<file path="src/rtl/fifo_rd_arb_if.sv">
`default_nettype none
// ============================================================================
// Module   : fifo_rd_arb_if
// Purpose  : Bundle of FIFO read-side and arbitrated-output signals for fifo_rd_arb.
// Revision : 1.0 - initial release
// ============================================================================
interface fifo_rd_arb_if #(
  parameter int DSIZE = 8,
  parameter int NREQ  = 4
);
  logic [NREQ-1:0]  req;
  logic             rempty;
  logic [DSIZE-1:0] rdata;
  logic             rinc;
  logic [NREQ-1:0]  gnt;
  logic [DSIZE-1:0] dout;
  logic             dout_valid;
  logic [1:0]       dout_id;
  logic             busy;

  // Arbiter side
  modport master (
    input  req, rempty, rdata,
    output rinc, gnt, dout, dout_valid, dout_id, busy
  );

  // FIFO / requester side
  modport slave (
    output req, rempty, rdata,
    input  rinc, gnt, dout, dout_valid, dout_id, busy
  );
endinterface
`default_nettype wire

</file>
<file path="src/rtl/fifo_rd_arb.sv">
`default_nettype none
// ============================================================================
// Module   : fifo_rd_arb
// Purpose  : Round-robin burst arbiter granting FIFO read access to 4 requesters.
// Revision : 1.0 - initial release
// ============================================================================
module fifo_rd_arb #(
  parameter int DSIZE = 8,
  parameter int NREQ  = 4,
  parameter int BURST = 4
) (
  input  wire logic    rclk,
  input  wire logic    rrst,
  fifo_rd_arb_if.master bus
);

  typedef enum logic [0:0] {
    ST_IDLE  = 1'b0,
    ST_GRANT = 1'b1
  } state_t;

  localparam logic [3:0] C_BURST_LAST = 4'(BURST - 1);

  state_t           r_state;
  state_t           w_state_nxt;
  logic [1:0]       r_owner;
  logic [1:0]       r_last;
  logic [3:0]       r_count;
  logic [NREQ-1:0]  r_gnt;
  logic [DSIZE-1:0] r_dout;
  logic             r_dout_valid;
  logic [1:0]       r_dout_id;

  logic [1:0]       w_winner;
  logic [1:0]       w_idx;
  logic             w_found;
  logic             w_rinc;
  logic             w_done;

  // Round-robin search starting one past the previous winner; i==4 wraps onto r_last itself.
  always_comb begin
    w_winner = r_last;
    w_idx    = '0;
    w_found  = 1'b0;
    for (int i = 1; i <= 4; i++) begin
      w_idx = r_last + 2'(i);
      if (!w_found && bus.req[w_idx]) begin
        w_found  = 1'b1;
        w_winner = w_idx;
      end
    end
  end

  always_ff @(posedge rclk) begin
    if (rrst) begin
      r_state <= ST_IDLE;
    end else begin
      r_state <= w_state_nxt;
    end
  end

  always_comb begin
    w_state_nxt = r_state;
    w_rinc      = 1'b0;
    w_done      = 1'b0;
    case (r_state)
      ST_IDLE: begin
        if (w_found && !bus.rempty) begin
          w_state_nxt = ST_GRANT;
        end
      end
      ST_GRANT: begin
        // Reset gates the read strobe so an aborted burst never pops the FIFO.
        w_rinc = bus.req[r_owner] && !bus.rempty && !rrst;
        w_done = !bus.req[r_owner] || bus.rempty ||
                 (w_rinc && (r_count == C_BURST_LAST));
        if (w_done) begin
          w_state_nxt = ST_IDLE;
        end
      end
      default: w_state_nxt = ST_IDLE;
    endcase
  end

  always_ff @(posedge rclk) begin
    if (rrst) begin
      r_owner      <= 2'd0;
      r_last       <= 2'd3;
      r_count      <= 4'd0;
      r_gnt        <= '0;
      r_dout       <= '0;
      r_dout_valid <= 1'b0;
      r_dout_id    <= 2'd0;
    end else begin
      if (r_state == ST_IDLE && w_state_nxt == ST_GRANT) begin
        r_gnt   <= {{(NREQ-1){1'b0}}, 1'b1} << w_winner;
        r_owner <= w_winner;
        r_last  <= w_winner;
        r_count <= 4'd0;
      end else if (r_state == ST_GRANT && w_state_nxt == ST_IDLE) begin
        r_gnt <= '0;
      end
      if (w_rinc) begin
        r_count <= r_count + 4'd1;
      end
      r_dout_valid <= w_rinc;
      if (w_rinc) begin
        r_dout    <= bus.rdata;
        r_dout_id <= r_owner;
      end
    end
  end

  assign bus.rinc       = w_rinc;
  assign bus.gnt        = r_gnt;
  assign bus.dout       = r_dout;
  assign bus.dout_valid = r_dout_valid;
  assign bus.dout_id    = r_dout_id;
  assign bus.busy       = (r_state == ST_GRANT);

endmodule
`default_nettype wire

</file>
<file path="src/flat_wrapper.sv">
// flat-port wrapper written by rule: the top's interface ports become plain ports
module fifo_rd_arb_flat 
#(
  parameter int DSIZE = 8,
  parameter int NREQ  = 4,
  parameter int BURST = 4
)
  (rclk, rrst, bus_req, bus_rempty, bus_rdata, bus_rinc, bus_gnt, bus_dout, bus_dout_valid, bus_dout_id, bus_busy);
  fifo_rd_arb_if #(.DSIZE(DSIZE), .NREQ(NREQ)) bus_i ();
  input  wire logic rclk;
  input  wire logic rrst;
  input wire logic [$bits(bus_i.req)-1:0] bus_req;
  input wire logic [$bits(bus_i.rempty)-1:0] bus_rempty;
  input wire logic [$bits(bus_i.rdata)-1:0] bus_rdata;
  output wire logic [$bits(bus_i.rinc)-1:0] bus_rinc;
  output wire logic [$bits(bus_i.gnt)-1:0] bus_gnt;
  output wire logic [$bits(bus_i.dout)-1:0] bus_dout;
  output wire logic [$bits(bus_i.dout_valid)-1:0] bus_dout_valid;
  output wire logic [$bits(bus_i.dout_id)-1:0] bus_dout_id;
  output wire logic [$bits(bus_i.busy)-1:0] bus_busy;
  assign bus_i.req = bus_req;
  assign bus_i.rempty = bus_rempty;
  assign bus_i.rdata = bus_rdata;
  assign bus_rinc = bus_i.rinc;
  assign bus_gnt = bus_i.gnt;
  assign bus_dout = bus_i.dout;
  assign bus_dout_valid = bus_i.dout_valid;
  assign bus_dout_id = bus_i.dout_id;
  assign bus_busy = bus_i.busy;
  fifo_rd_arb #(.DSIZE(DSIZE), .NREQ(NREQ), .BURST(BURST)) u_core (.rclk(rclk), .rrst(rrst), .bus(bus_i));
endmodule
</file>
<file path="config.mk">
export PLATFORM = sky130hd
export DESIGN_NAME = fifo_rd_arb_flat
export DESIGN_NICKNAME = d
export VERILOG_FILES = /design/src/rtl/fifo_rd_arb_if.sv /design/src/rtl/fifo_rd_arb.sv /design/src/flat_wrapper.sv
export SDC_FILE = /design/constraint.sdc
export NUM_CORES = 1
export LEC_CHECK = 0
export CAP_MARGIN = 20
export CELL_PAD_IN_SITES_DETAIL_PLACEMENT = 0
export CELL_PAD_IN_SITES_GLOBAL_PLACEMENT = 1
export CORE_UTILIZATION = 33
export DETAILED_ROUTE_END_ITERATION = 10
export PLACE_DENSITY_LB_ADDON = 0.1
export SYNTH_ARGS = -nofsm -noshare
export SYNTH_HDL_FRONTEND = slang
export SYNTH_SLANG_ARGS = --single-unit
</file>
<file path="constraint.sdc">
create_clock -name rclk -period 2.5 [get_ports rclk]
set_input_delay 0.625 -clock rclk [delete_from_list [all_inputs] [get_ports rclk]]
set_output_delay 0.625 -clock rclk [all_outputs]
set_load 0.03 [all_outputs]
</file>
After elaboration in Yosys (flattened, before gate mapping)
Cells that the tools add are included.
- flip-flop bits (word level): 24
- input bits: 15
- output and inout bits: 17
- logic and storage cells: 66
- $add $sub $neg: 4
- magnitude comparators: 5
- equal/unequal tests: 1
- shift operators: 1
- muxes and demuxes: 26
- bitwise logic cells: 2
- reductions and logical operators: 19
- operator list (kind ; number):
    4-bit two-way mux ; 4
    2-bit by 3-bit < comparator with 1-bit output, second input constant ; 5
    1-bit two-way mux ; 12
    1-bit binary-select mux with 2-bit select ; 5
    1-bit logical AND ; 9
    2-bit two-way mux ; 4
    1-bit zero test ; 6
    2-bit adder, second input constant ; 2
    4-bit by 1-bit adder with 4-bit output, second input constant ; 1
    4-bit by 2-bit == test with 1-bit output, second input constant ; 1
    2-bit nonzero test ; 2
    1-bit by 2-bit left shift with 4-bit output, first input constant ; 1
    2-bit by 1-bit adder with 2-bit output, second input constant ; 1
    1-bit logical OR ; 2
    1-bit NOT ; 2
    1-bit case mux with 2 select lines ; 1

Logic depth before layout (Yosys ltp)
Gate-level depths: netlist of the first run.
- word-level depth: 20
- mapped depth: 5
- mapped depth without buffers: 5

Least setup slack after synthesis of the first run
OpenSTA, ideal clock, no wires.
- path kind: reg-to-output
- from: register u_core.r_state, in the netlist u_core.bus.busy
- to: output port bus_rinc
- data arrival time: 1.852 ns
- required time: 1.875 ns
- slack: 0.023 ns
- stages on the path, launching flop included: 5
- cells stage by stage: dfxtp_1 or3b_4 a2bb2oi_2 clkbuf_1 nor2_1
- longest elaborated chain between the ends: 1
- ends and longest elaborated chain (element ; line ; source):
    start, declared ; fifo_rd_arb.sv:24 ; state_t r_state;
    start signal, assigned ; fifo_rd_arb.sv:58 ; r_state <= w_state_nxt;
    1-bit two-way mux ; fifo_rd_arb.sv:66 ; case (r_state)
    end, declared ; flat_wrapper.sv:15 ; output wire logic [$bits(bus_i.rinc)-1:0] bus_rinc;
No other way between the ends.

Worst setup path after layout of the first run
- from: input port bus_req[3]
- to: output port bus_rinc
- longest elaborated chain between the ends: 5
- ends and longest elaborated chain (element ; line ; source):
    start, declared ; flat_wrapper.sv:12 ; input wire logic [$bits(bus_i.req)-1:0] bus_req;
    1-bit binary-select mux with 2-bit select ; fifo_rd_arb.sv:74 ; w_rinc = bus.req[r_owner] && !bus.rempty && !rrst;
    1-bit two-way mux (implied by the code) ; fifo_rd_arb.sv:74 ;
    1-bit logical AND (2 in a row) ; fifo_rd_arb.sv:74 ;
    1-bit two-way mux ; fifo_rd_arb.sv:66 ;
No other way between the ends. The select of a mux whose other input is x is not followed.

==> reports/qor.yml, run 1 <==
cells_and_area:
  mostFrequentLayoutCell: "clkdlybuf4s50_1"
  seqCellArea_sq_um: 480
  nets: 183
  final_cell_mix: "29 x clkdlybuf4s50_1, 24 x dfxtp_1, 23 x nand2_1, 16 x a21oi_1, 12 x buf_4"
  multiInputGateArea_sq_um: 528
  drive_above_1_share_pct: 13.9
  area_delta_synth_final_pct: 46.7
  fillers: 312
  num_antenna_cells: 0
floorplanning:
  die_area_sq_mm: 0.00342
  start_util_pct: 34.8
  io_pins: 32
  rows: 20
  core_sq_mm: 0.00303
  fp.dieW_um: 58.5
  die_h_um: 58.5
sta:
  worst_slew_pin_slew_ns: 0.595
  period_share_pct: 96.7
  final_max_slew_viol_count: 0
  worst_slack_ns: 0.0826
  layout_min_cycle_time_ns: 2.42
  finalSetupTns_ns: 0
  setup_viol: 0
  max_slew_margin_pct: 60.3
  fmax_mhz: 414
  fin_skew_ns: 0.00906
  rsz0062_at_grt: "false"
  final_hold_viol_count: 0
cts:
  htreeDepth: 1
  clk_pin_slew_ns: 0.12
  worstSkewPairLatency_ns: 0.31
  numCtsBuffers: 3
  cts_buffer_depth: 2
  cts-root-buf: "clkbuf_4"
  cts_tree: "yes"
  clkSinkCount: 24
global_route:
  grt_pass1_wl_um: 4110
  grtUsageTotal_pct: 15.4
  grt_pass1_vias: 935
  overflow: 0
  grt_antenna_before_repair: 0
  grt_start_max_net_pins: 17
logic_synthesis:
  async_flop_share_pct: 0
  synth_warnings: 0
  ys_seq_area_share_pct: 45.7
  synth_nets: 141
  synth_edf_count: 0
  ys_ff_latch: 24
  synth_area_sq_mm: 0.00105
  synth_top_cells_by_area: "dfxtp_1 46%, nand2_1 8.2%, a21oi_1 7.6%"
  yosysTopAreaCellShare_pct: 45.7
  yosys.area.top_type: "dfxtp_1"
  ys_types: 33
  avgSynthCellArea_sq_um: 8.42
  synthCells: 125
  synthFlopType: "dfxtp_1"
critical_path:
  crit_type: "input port to output port"
  crit_required_ns: 1.88
  cp-start-kind: "input port"
  r2r_end: "u_core.bus.gnt[2]$_SDFFE_PP0P_"
  worstPathMaxFanout: 3
  rr_worst_depth: 5
  critPathCapture: "bus_rinc"
  arrival_ns: 1.79
  cp_cell_sequence: "clkdlybuf4s50_1, mux2_2, a2bb2oi_2, nor2_1, buf_4"
  max_stage_delay_ns: 0.44
  end_kind: "output port"
  rrSetupSlack_ns: 0.67
  startpoint: "bus_req[3]"
  r2r_start: "u_core.bus.busy$_SDFF_PP0_"
  cpMaxStageDelayCell: "clkdlybuf4s50_1"
placed_design:
  place.gp.congestion: 0.753
  numPortBuffers: 31
  pre_cts_ws_ns: -0.0259
  dp_hpwl_um: 1780
route:
  ant_nets: 0
  route.detailed.drc: 0
  vias_per_cell: 4.82
  drt_pass1_iterations: 4
  drt_wl_total_um: 2400
  vias: 1012
  drtIter0Drc: 39
  wl_per_cell_um: 11.4
job:
  maxCapViolCount: 0
hold_path:
  hold_class: "flop to flop"
status:
  status: "finished clean"
pwr:
  leakagePower_nw: 0.538
  p_per_area_mw_per_mm2: 541
  ir_worst_vdd_v: 0.000371
==> how the worst min path moves through the flow <==
stage | startpoint | to | slack (ns) | depth (start not counted)
2_1_floorplan | u_core.r_owner[1]$_SDFFE_PP0P_ | u_core.r_owner[1]$_SDFFE_PP0P_ | 0.45 | 2
3_3_place_gp | u_core.bus.dout[5]$_SDFFE_PP0P_ | u_core.bus.dout[5]$_SDFFE_PP0P_ | 0.44 | 2
3_5_place_dp | u_core.bus.dout[4]$_SDFFE_PP0P_ | u_core.bus.dout[4]$_SDFFE_PP0P_ | 0.44 | 2
4_1_cts | u_core.bus.dout[4]$_SDFFE_PP0P_ | u_core.bus.dout[4]$_SDFFE_PP0P_ | 0.46 | 2
5_1_grt | u_core.bus.dout[2]$_SDFFE_PP0P_ | u_core.bus.dout[2]$_SDFFE_PP0P_ | 0.49 | 2
6_report | u_core.bus.dout[0]$_SDFFE_PP0P_ | u_core.bus.dout[0]$_SDFFE_PP0P_ | 0.46 | 2
==> final cells by class <==
| cell class | count | share of cell area [%] |
|---|---|---|
| repair buffers | 43 | 26.5 |
| clock inverters | 1 | 1.94 |
| well taps | 44 | 3.57 |
| clock buffers | 3 | 1.46 |
| multi-input cells | 90 | 34.2 |
| inverters | 5 | 1.22 |
| flip-flops and latches | 24 | 31.1 |
==> sequential cells by signal, summed over array words and instances, names as in the netlist <==
| signal | flops |
|---|---|
| u_core.bus.dout_id | 2 |
| u_core.bus.gnt | 4 |
| u_core.r_last | 2 |
| u_core.r_owner | 2 |
| u_core.bus.dout_valid | 1 |
| u_core.bus.busy | 1 |
| u_core.bus.dout | 8 |
| u_core.r_count | 4 |
==> synthesized netlist by cell type, types with 2 or more instances <==
library cell	number
a21oi_1	16
a31oi_1	2
buf_2	2
clkbuf_1	3
dfxtp_1	24
inv_1	5
nand2_1	23
nand2b_1	4
nand3_1	9
nand3b_1	3
nor2_1	5
nor3_1	2
nor4_1	2
o21ai_0	2
o32ai_1	4
or3_1	2
==> power by group <==
group / switching, mW / internal, mW / total [mW]
Combinational: 0.0734 / 0.0738 / 0.147
Sequential: 0.0132 / 0.398 / 0.411
Clock: 0.115 / 0.162 / 0.277
Total: 0.202 / 0.634 / 0.836
==> what timing repair did <==
| item | 4_1_cts | 5_1_grt |
|---|---|---|
| setup buffers | 1 | 0 |
| endpoints found under the setup margin | 1 | 0 |
| hold buffers | 0 | 0 |
| resized for setup | 1 | 0 |
==> critical path, delay by kind of cell <==
kind,cells,cell delay (ns)
AND/OR/NAND/NOR,1,0.07
multiplexers,1,0.32
AO/OA/AOI/OAI,1,0.17
buffers and inverters,2,0.61
==> per-stage QoR <==
| step | power [mW] | util (%) | hold slack, ns | cell area [sq um] | std cells |
|---|---|---|---|---|---|
| floorplan | 0.497 | - | 0.445 | 1050 | 125 |
| global placement | 0.564 | 49.0 | 0.437 | 1490 | 205 |
| detailed placement | 0.566 | 49.0 | 0.443 | 1490 | 205 |
| CTS | 0.842 | 51.0 | 0.462 | 1540 | 210 |
| global route | 0.868 | 51.0 | 0.489 | 1540 | 210 |
| finish | 0.836 | 51.0 | 0.460 | 1540 | 210 |
==> routing by layer <==
layer / wire (um) / track usage [%]
met1: 1170 / 18.9
met2: 1080 / 26.9
met3: 130 / 4.62
met4: 19 / 3.06
met5: 0 / 0
==> kinds of logic (layout without fill, tap and decap cells) <==
group           count (synthesis)  count (layout)  synth area share (%)
buf+inv                        11              52                  4.16
fa+ha+maj                       1               1                  1.19
flops                          24              24                  45.7
mux                             2               2                  2.02
compound gates                 33              33                  21.5
simple gates                   54              54                  25.4
Power figures use the tool's default switching activity.
==> run 2: changes to the inputs <==
- GPL_TIMING_DRIVEN: not set -> 0
==> reports/qor.yml, run 2 (synthesis gave the netlist of run 1 again) <==
sta:
  fin_skew_ns: 0.00239  # -0.00667 ns
  max_slew_margin_pct: 60.8  # +0.48 points
  period_share_pct: 99.0  # +2.3 points
  setup_viol: 0  # unchanged
  whs_ns: 0.457  # -0.00281 ns
  final_max_slew_viol_count: 0  # unchanged
  fmax_mhz: 404  # -2.3%
  worst_slack_ns: 0.0254  # -0.0572 ns
  worst_slew_pin_slew_ns: 0.582  # -0.0126 ns
  layout_min_cycle_time_ns: 2.47  # +0.0572 ns
  final_hold_viol_count: 0  # unchanged
  rsz0062_at_grt: "false"
critical_path:
  cp-start-kind: "input port"
  crit_type: "input port to output port"
  worstPathMaxFanout: 10  # +7
  arrival_ns: 1.85  # +0.06 ns
  crit_required_ns: 1.88  # about the same
  rr_worst_depth: 6  # +1
  end_kind: "output port"
placed_design:
  pre_cts_ws_ns: -1.01  # -0.984 ns
  place.gp.congestion: 0.770  # +2.3%
  dp_hpwl_um: 1690  # -4.8%
  numPortBuffers: 30  # -3.2%
cells_and_area:
  num_antenna_cells: 0  # unchanged
  final_util_pct: 49.5  # -1.5 points
  mostFrequentLayoutCell: "clkdlybuf4s50_1"
  fillers: 309  # -0.96%
  area_delta_synth_final_pct: 42.4
  nets: 179  # -2.2%
  final_cell_mix: "24 x clkdlybuf4s50_1, 23 x nand2_1, 23 x dfxtp_1, 16 x a21oi_1, 9 x nand3_1"
  drive_above_1_share_pct: 12.3  # -1.5 points
  largest_reg_flops: 8  # unchanged
pwr:
  ir_worst_vdd_v: 0.000291  # -22%
  p_per_area_mw_per_mm2: 506  # -6.5%
  power_mw: 0.759  # -9.2%
  leakagePower_nw: 0.514  # -4.3%
floorplanning:
  rows: 20  # unchanged
  die_h_um: 58.5  # unchanged
  die_area_sq_mm: 0.00342  # unchanged
  start_util_pct: 34.8  # unchanged
  fp.dieW_um: 58.5  # unchanged
  io_pins: 32  # unchanged
  core_sq_mm: 0.00303  # unchanged
global_route:
  grtUsageTotal_pct: 16.4  # +0.96 points
  grt_pass1_vias: 878  # -6.1%
  grt_start_max_net_pins: 14  # -3
  overflow: 0  # unchanged
  grt_pass1_wl_um: 4220  # +2.5%
  grt_antenna_before_repair: 0  # unchanged
hold_path:
  holdPathStages: 2  # unchanged
  hold_class: "flop to flop"
cts:
  cts_tree: "yes"
  clk_pin_slew_ns: 0.12  # about the same
  clkSinkCount: 24  # unchanged
  numCtsBuffers: 3  # unchanged
  cts_buffer_depth: 2  # unchanged
  cts_hold_buf: 0  # unchanged
  htreeDepth: 1  # unchanged
  cts-root-buf: "clkbuf_4"
  worstSkewPairLatency_ns: 0.31  # about the same
route:
  vias: 1007  # -0.49%
  drt_pass1_iterations: 4  # unchanged
  drtIter0Drc: 19  # -51%
  ant_nets: 0  # unchanged
  route.detailed.drc: 0  # unchanged
  vias_per_cell: 4.89  # +1.4%
  wl_per_cell_um: 11.9  # +4.1%
  drt_wl_total_um: 2450  # +2.2%
job:
  maxCapViolCount: 0  # unchanged
status:
  status: "finished clean"
## run 2: metrics by stage
step | instance area, sq um | setup TNS [ns] | std cells
3_3_place_gp | 1410 | -0.995 | 199
3_5_place_dp | 1410 | -1.04 | 199
5_1_grt | 1500 | 0 | 206
6_report | 1500 | 0 | 206
2_1_floorplan | 1050 | 0 | 125
4_1_cts | 1500 | 0 | 206
## run 2: final timing paths
check	start	to	slack [ns]
setup / recovery	bus_rempty	bus_rinc	0.03
hold / removal	u_core.bus.dout[1]$_SDFFE_PP0P_	u_core.bus.dout[1]$_SDFFE_PP0P_	0.46
setup reg to reg	u_core.bus.busy$_SDFF_PP0_	u_core.bus.dout[1]$_SDFFE_PP0P_	0.73
hold reg to reg	u_core.bus.dout[1]$_SDFFE_PP0P_	u_core.bus.dout[1]$_SDFFE_PP0P_	0.46
## run 2: cell type report
type | count | area, sq um | area share, %
inverter | 5 | 18.8 | 1.25
multi-input combinational | 90 | 556 | 37.1
buffer | 6 | 35.0 | 2.34
sequential | 24 | 482 | 32.1
clock buffer | 4 | 36.3 | 2.42
tap | 44 | 55.1 | 3.67
timing repair buffer | 33 | 317 | 21.1
## run 2: power by group
part | switching, mW | internal (mW) | leakage, nW
sequential | 0.0140 | 0.398 | 0.195
combinational | 0.0763 | 0.0704 | 0.298
clock | 0.111 | 0.0890 | 0.0210
## run 2: what timing repair did
| item | CTS | global route |
|---|---|---|
| endpoints found under the setup margin | 1 | 1 |
| hold endpoints to repair | 0 | 0 |
| setup buffers | 3 | 0 |
| pin swaps | 2 | 0 |
| resized for setup | 20 | 1 |
## run 2: worst max-delay path: stages
cell	delay, ns
clkdlybuf4s15_2	0.22
or3b_4	0.42
a2bb2oi_4	0.16
clkbuf_8	0.16
nor2_1	0.09
buf_4	0.17
## run 2: routing by layer
metal / global-route usage, % / up-vias / share of wire, %
li1: - / 521 / -
met1: 21.6 / 462 / 48
met2: 26.1 / 20 / 46
met3: 4.62 / 4 / 4.4
met4: 5.10 / 0 / 1.1
met5: 0 / - / 0
